**src/rtl/uff_pkg.sv**
```systemverilog
// Shared definitions for the universal flip-flop bank: operating mode encoding.
package uff_pkg;

    typedef logic [1:0] mode_t;

    localparam mode_t MODE_D  = 2'b00;
    localparam mode_t MODE_T  = 2'b01;
    localparam mode_t MODE_JK = 2'b10;
    localparam mode_t MODE_SR = 2'b11;

endpackage

```
**src/rtl/uff_cell.sv**
```systemverilog
// One flip-flop channel's next-state function for D/T/JK/SR modes, plus
// detection of the illegal SR input (S=R=1). Purely combinational.
module uff_cell
    import uff_pkg::*;
(
    input  mode_t mode,
    input  logic  a,
    input  logic  b,
    input  logic  q,
    output logic  nxt,
    output logic  illegal
);

    // Next state of this channel assuming the bank is enabled
    always_comb begin
        nxt = q;
        case (mode)
            MODE_D:  nxt = a;
            MODE_T:  nxt = q ^ a;
            MODE_JK: begin
                case ({a, b})
                    2'b01:   nxt = 1'b0;
                    2'b10:   nxt = 1'b1;
                    2'b11:   nxt = ~q;
                    default: nxt = q;
                endcase
            end
            MODE_SR: begin
                case ({a, b})
                    2'b01:   nxt = 1'b0;
                    2'b10:   nxt = 1'b1;
                    default: nxt = q;
                endcase
            end
            default: nxt = q;
        endcase
    end

    // S=R=1 in SR mode holds the bit but is flagged to the bank
    always_comb begin
        illegal = (mode == MODE_SR) && a && b;
    end

endmodule

```
**src/rtl/universal_ff_bank.sv**
```systemverilog
// Bank of WIDTH flip-flops sharing one mode, with parallel load, per-bit
// change flags, sticky illegal-SR flags and a saturating change counter.
module universal_ff_bank
    import uff_pkg::*;
#(
    parameter int                 WIDTH     = 8,
    parameter logic [WIDTH-1:0]   RESET_VAL = '0,
    parameter int                 CNT_W     = 16
) (
    input  logic             clk,
    input  logic             reset,
    input  logic             en,
    input  mode_t            mode,
    input  logic [WIDTH-1:0] a,
    input  logic [WIDTH-1:0] b,
    input  logic             load,
    input  logic [WIDTH-1:0] load_val,
    input  logic             err_clr,
    output logic [WIDTH-1:0] q,
    output logic [WIDTH-1:0] q_n,
    output logic [WIDTH-1:0] changed,
    output logic [WIDTH-1:0] sr_err,
    output logic [CNT_W-1:0] chg_cnt
);

    logic [WIDTH-1:0] cell_nxt;
    logic [WIDTH-1:0] cell_illegal;
    logic [WIDTH-1:0] next_q;
    logic [WIDTH-1:0] set_err;

    for (genvar i = 0; i < WIDTH; i++) begin : g_cell
        uff_cell u_cell (
            .mode    (mode),
            .a       (a[i]),
            .b       (b[i]),
            .q       (q[i]),
            .nxt     (cell_nxt[i]),
            .illegal (cell_illegal[i])
        );
    end

    // Load beats enable; with neither asserted the bank holds
    always_comb begin
        if (load) begin
            next_q = load_val;
        end else if (en) begin
            next_q = cell_nxt;
        end else begin
            next_q = q;
        end
        set_err = (en && !load) ? cell_illegal : '0;
    end

    // Register state, change flags, sticky errors and the saturating counter
    always_ff @(posedge clk) begin
        if (reset) begin
            q       <= RESET_VAL;
            changed <= '0;
            sr_err  <= '0;
            chg_cnt <= '0;
        end else begin
            q       <= next_q;
            changed <= next_q ^ q;
            // A fresh illegal condition wins over err_clr on the same edge
            sr_err  <= (err_clr ? '0 : sr_err) | set_err;
            if ((next_q != q) && (chg_cnt != '1)) begin
                chg_cnt <= chg_cnt + CNT_W'(1);
            end
        end
    end

    // Complement output straight from the register
    always_comb begin
        q_n = ~q;
    end

endmodule

```
**config.mk**
```make
export PLATFORM = sky130hd
export DESIGN_NAME = universal_ff_bank
export DESIGN_NICKNAME = d
export VERILOG_FILES = /design/src/rtl/uff_pkg.sv /design/src/rtl/uff_cell.sv /design/src/rtl/universal_ff_bank.sv
export SDC_FILE = /design/constraint.sdc
export NUM_CORES = 1
export LEC_CHECK = 0
export CAP_MARGIN = 20
export CORE_UTILIZATION = 51
export CTS_CLUSTER_DIAMETER = 60
export DETAILED_ROUTE_END_ITERATION = 10
export PLACE_DENSITY = 0.86
export SETUP_SLACK_MARGIN = 0.1
export SLEW_MARGIN = 5
export SYNTH_ARGS = -nofsm -noshare
export SYNTH_HDL_FRONTEND = slang
export SYNTH_HIERARCHICAL = 1
export SYNTH_SLANG_ARGS = --single-unit
export TNS_END_PERCENT = 20
```
**constraint.sdc**
```tcl
create_clock -name clk -period 7.94 [get_ports clk]
set_clock_uncertainty 0.2 [all_clocks]
set_input_delay 1.588 -clock clk [delete_from_list [all_inputs] [get_ports clk]]
set_output_delay 1.588 -clock clk [all_outputs]
set_load 0.02 [all_outputs]
```
Word-level counts from Yosys, hierarchy flattened
Cells that the tools add are included.
{ "totals": {"register_bits": 40, "output_inout_bits": 48, "word_cells": 101} }
{ "op_classes": {"n_addsub": 1, "eq_ne": 29, "mux": 28, "bitwise": 19, "n_reduce_logical": 20} }
{ "op_table": {"columns": ["operator", "n"], "rows": [
  ["2-bit equality test, second input constant", 18],
  ["8-bit two-way mux", 4],
  ["1-bit case mux with 4 select lines", 8],
  ["1-bit case mux with 3 select lines", 8],
  ["2-bit by 1-bit equality test with 1-bit output, second input constant", 9],
  ["1-bit logical AND", 18],
  ["16-bit by 1-bit adder with 16-bit output, second input constant", 1],
  ["16-bit != test, second input constant", 1],
  ["1-bit case mux with 2 select lines", 8],
  ["8-bit != test", 1],
  ["1-bit inverter", 8],
  ["8-bit inverter", 1],
  ["8-bit bitwise OR", 1],
  ["1-bit bitwise XOR", 8],
  ["8-bit bitwise XOR", 1],
  ["2-bit zero test", 1],
  ["1-bit zero test", 1]
]} }

Logic depth before layout (Yosys ltp)
{ "depth": {"depth_word": 7, "mapped_depth": 13} }

Cells and area by module
The synthesis kept the hierarchy.
{ "by_module_without_submodules": {"columns": ["module", "instances", "cells_per_inst", "area_per_inst_um2"], "rows": [
  ["universal_ff_bank", 1, 225, 1918.1],
  ["uff_cell", 8, 10, 83.8]
]} }

Worst setup path after synthesis
Ideal clock, no wire load.
{ "synth_timing": {"kind": "input to register", "startpoint": "input b[6]", "endpoint": "register chg_cnt[10]", "setup_time_ps": 123, "t_arrival_ps": 3751, "setup_slack_ps": 3866, "path_stages": 12, "n_path_buf": 1, "path_cell_list": "inv_1 > ha_1 > mux2_4 > mux2i_1 > a21oi_1 > or3b_1 > a32o_1 > nand4_2 > o21ai_4 > buf_6 > nor3_2 > mux2_1"} }
{ "synth_via": {"elab_chain_cells": 7, "word_cells_on_any_way": 10} }
{ "synth_rtl": {"columns": ["element", "line_no", "rtl"], "rows": [
  ["start, declared", "universal_ff_bank.sv:15", "input logic [WIDTH-1:0] b,"],
  ["2-bit equality test (tied with other cells)", "uff_cell.sv:21", "case ({a, b})"],
  ["1-bit case mux with 3 select lines / 1-bit case mux with 2 select lines (equally long branches)", "uff_cell.sv:21, uff_cell.sv:29", null],
  ["1-bit case mux with 4 select lines *", "uff_cell.sv:17", "case (mode)"],
  ["named net cell_nxt[6]", "universal_ff_bank.sv:26", "logic [WIDTH-1:0] cell_nxt;"],
  ["8-bit two-way mux *", "universal_ff_bank.sv:46", "end else if (en) begin"],
  ["8-bit two-way mux *", "universal_ff_bank.sv:44", "if (load) begin"],
  ["8-bit != test *", "universal_ff_bank.sv:66", "if ((next_q != q) && (chg_cnt != '1)) begin"],
  ["1-bit logical AND *", "universal_ff_bank.sv:66", null],
  ["end signal, assigned", "universal_ff_bank.sv:67", "chg_cnt <= chg_cnt + CNT_W'(1);"],
  ["end, declared", "universal_ff_bank.sv:23", "output logic [CNT_W-1:0] chg_cnt"]
]} }
Mark *: on every way through the listed nets, which the timed path passes. The rest lies on a longest branch.
A chain may end at the register's enable or synchronous reset.

Worst setup path in the final report
{ "layout_timing": {"startpoint": "input mode[1]", "endpoint": "register chg_cnt[14]"} }
{ "layout_via": {"elab_chain_cells": 6, "word_cells_on_any_way": 16} }
{ "layout_rtl": {"columns": ["element", "line_no", "rtl"], "rows": [
  ["start, declared", "universal_ff_bank.sv:13", "input mode_t mode,"],
  ["2-bit equality test (tied with other cells)", "uff_cell.sv:17", null],
  ["1-bit case mux with 4 select lines *", "uff_cell.sv:17", null],
  ["named net cell_nxt[6]", "universal_ff_bank.sv:26", null],
  ["8-bit two-way mux *", "universal_ff_bank.sv:46", null],
  ["8-bit two-way mux *", "universal_ff_bank.sv:44", null],
  ["8-bit != test *", "universal_ff_bank.sv:66", null],
  ["1-bit logical AND *", "universal_ff_bank.sv:66", null]
]} }
Marked as above.

==> reports/qor.yml <==
cts_buffers: 5
clk_pin_slew_worst_paths_ns: 0.08
regArea_um2: 800.8
hold_violations: 0
drive_gt1_share_pct: 8.639
netlist_area_um2: 2589
rows: 25
slowest_delay_ns: 0.93
total_power_uw: 540.4
synth_seq_cells: 40
grt.overflow.total: 0
critical_path_class: "in -> reg"
ys_dominant_reg_cell: "dfxtp_1"
cts_buffer_depth: 2
path_max_fanout: 32
cts.sinks: 40
routedWlPerCell_um: 13.71
cp_cell_sequence: "clkdlybuf4s50_1 -> maj3_2 -> o21ai_1 -> a21oi_1 -> or3b_1 -> a32o_1 -> nand4_2 -> o21ai_4 -> or4_1 -> a21oi_1"
hold_end: "chg_cnt[8]$_SDFFE_PP0P_"
firstDrtPassIters: 4
cts_resized: 0
tritoncts: "done"
cts_root_buf: "clkbuf_8"
yosysSeqAreaShare_pct: 30.93
finalSetupViolCount: 0
drv_slew: 0
post-dp-hpwl_mm: 4.223
ir_worst_vdd_v: 0.00008385
syn2layout_area_growth_pct: 36.15
slowest_stage: "clkdlybuf4s50_1"
die_h_um: 73.25
syn_nets: 345
num_antenna_cells: 0
synth_mux_area_share_pct: 11.65
synth_area_per_cell_um2: 8.488
synth_fa_ha_area_share_pct: 7.830
min_period_over_period_pct: 61.48
synth_xor_area_share_pct: 5.075
antenna_left: 0
drt-total-wl_mm: 6.157
required_ns: 7.97
port_buffers: 78
rr_worst_depth: 9
drc: 0
fillers: 390
fin_area_um2: 3525
place_congestion: 0.7735
hold_start: "chg_cnt[8]$_SDFFE_PP0P_"
synth_compound_area_share_pct: 14.89
hp-class: "reg -> reg"
worst_pin_slew_ns: 0.9867
ctsHoldBuffers: 0
initial_core_util_pct: 53.74
synth_edf_count: 0
r2r_end: "chg_cnt[10]$_SDFFE_PP0P_"
multi_input_area_um2: 1647
grt_max_degree: 42
die-area_um2: 5365
htreeDepth: 2
boundaryPins: 79
yosys.area_share.simple_pct: 24.17
final.setup.tns_ns: 0
yosys_warnings: 6
syn-instance-count: 305
synth_top_family_by_area: "simple AND/OR/NAND/NOR gates"
reg2reg_slack_ns: 5.07
leakagePower_uw: 0.001404
die_w_um: 73.25
final_nets: 421
grt_use_total_pct: 24.39
crit_arrival_ns: 4.91
power.density_nw_per_um2: 153.3
holdPathStages: 2
cp-start-kind: "input pin"
num_vias: 2467
clock.fmax_ghz: 0.2048
worstReg2RegStart: "q[3]$_SDFF_PP0_"
first_iter_violations: 140
slew_headroom_pct: 34.02
postLayoutCoreUtil_pct: 73.17
place_area_um2: 3398
min_period_ns: 4.882
grt_pass1_wl_mm: 10.15
async_flop_share_pct: 0
antenna_found_initial: 0
post-cts-setup-buffers: 0
core_um2: 4817
drv_cap: 0
run_status: "complete, no violations"
worstSetupEndpointType: "flip-flop"
grt_pass1_vias: 2228
synth_cell_types: 40
viasPerCell: 5.494
cpMostUsedCell: "a21oi_1"
rsz0062_at_grt: "no"
clock_latency_ns: 0.29
[power by group]
part | total [uW] | leakage [uW] | switching, uW | internal [uW]
clock | 184 | 0.0000645 | 72.8 | 111
sequential | 221 | 0.000326 | 11.8 | 209
combinational | 136 | 0.00101 | 67.3 | 68.2
[worst max path at each step]
stage          depth (start not counted)    start                       end
3_3_place_gp                          10  mode[1]  chg_cnt[10]$_SDFFE_PP0P_
2_1_floorplan                         12     b[6]  chg_cnt[10]$_SDFFE_PP0P_
4_1_cts                               10  mode[1]  chg_cnt[10]$_SDFFE_PP0P_
3_5_place_dp                          10  mode[1]  chg_cnt[14]$_SDFFE_PP0P_
6_report                              10  mode[1]  chg_cnt[14]$_SDFFE_PP0P_
5_1_grt                               10  mode[1]  chg_cnt[10]$_SDFFE_PP0P_
[logic make-up (layout without fill, tap and decap cells)]
kind of cell / after synthesis / in the layout
buf+inv: 30 / 107
fa+ha+maj: 17 / 17
compound gates: 68 / 68
mux: 26 / 26
flops: 40 / 40
simple gates: 109 / 109
xor+xnor: 15 / 15
[layout make-up]
type | instances | share of cell area (%)
Inverter | 19 | 2.023
Sequential cell | 40 | 22.72
Timing Repair Buffer | 80 | 22.58
Tap cell | 67 | 2.378
Multi-Input combinational cell | 235 | 46.72
Clock buffer | 7 | 2.733
Clock inverter | 1 | 0.8520
[worst max-delay path: cells and delay by family]
kind                     cells  cell delay, ns
buffers and inverters        1            0.93
adder cells (fa/ha/maj)      1            0.55
AND/OR/NAND/NOR              3            1.03
AO/OA/AOI/OAI                5            0.79
[through the flow]
step                hold WS [ns]  worst slack (ns)  instances
floorplan                 0.3658             3.866        305
global placement          0.2843             2.861        441
detailed placement        0.2996             2.782        441
CTS                       0.3111             3.088        449
global route              0.3335             2.763        449
finish                    0.3080             3.058        449
[synthesized netlist by cell type (2+ instances only)]
| cell | count | area share [%] |
|---|---|---|
| or3_1 | 11 | 2.7 |
| mux2i_1 | 17 | 6.6 |
| a22oi_1 | 7 | 2.0 |
| nor2_1 | 35 | 5.1 |
| nand3_1 | 6 | 1.2 |
| nand4_1 | 2 | 0.48 |
| nand4b_1 | 8 | 2.7 |
| buf_2 | 2 | 0.39 |
| buf_6 | 2 | 0.87 |
| and3_1 | 4 | 0.97 |
| ha_1 | 9 | 4.4 |
| and4_1 | 8 | 2.7 |
| nor2b_1 | 9 | 2.2 |
| o21ai_1 | 8 | 1.5 |
| xor2_1 | 15 | 5.1 |
| a21oi_1 | 36 | 7.0 |
| dfxtp_1 | 40 | 31 |
| o21ai_0 | 12 | 2.3 |
| mux2_4 | 8 | 4.6 |
| clkbuf_1 | 6 | 0.87 |
| inv_1 | 19 | 2.8 |
| nand2_1 | 16 | 2.3 |
| maj3_2 | 8 | 3.5 |
[state kept, by name, indices dropped and copies added, names as in the netlist]
name	flops
chg_cnt	16
q	8
sr_err	8
changed	8
[cells in the final DEF (no fill, tap or decap), drive strengths merged, types with 7 or more instances in the layout]
| master | netlist | routed |
|---|---|---|
| a21oi | 36 | 36 |
| a22oi | 7 | 7 |
| and4 | 8 | 8 |
| clkbuf | 6 | 7 |
| clkdlybuf4s50 | 0 | 78 |
| dfxtp | 40 | 40 |
| ha | 9 | 9 |
| inv | 19 | 19 |
| maj3 | 8 | 8 |
| mux2 | 9 | 9 |
| mux2i | 17 | 17 |
| nand2 | 16 | 16 |
| nand3 | 7 | 7 |
| nand4b | 8 | 8 |
| nor2 | 35 | 35 |
| nor2b | 10 | 10 |
| o21ai | 21 | 21 |
| or3 | 11 | 11 |
| xor2 | 15 | 15 |
[per-layer routing]
layer | vias to the layer above | GRT usage, % | share of wire, %
met1 | 1145 | 30.01 | 45
li1 | 1242 | - | -
met3 | 9 | 4.144 | 4.4
met5 | - | 0 | 0
met2 | 71 | 43.11 | 49
met4 | 0 | 7.625 | 1.5
No activity file was read; power rests on OpenSTA's default activity.
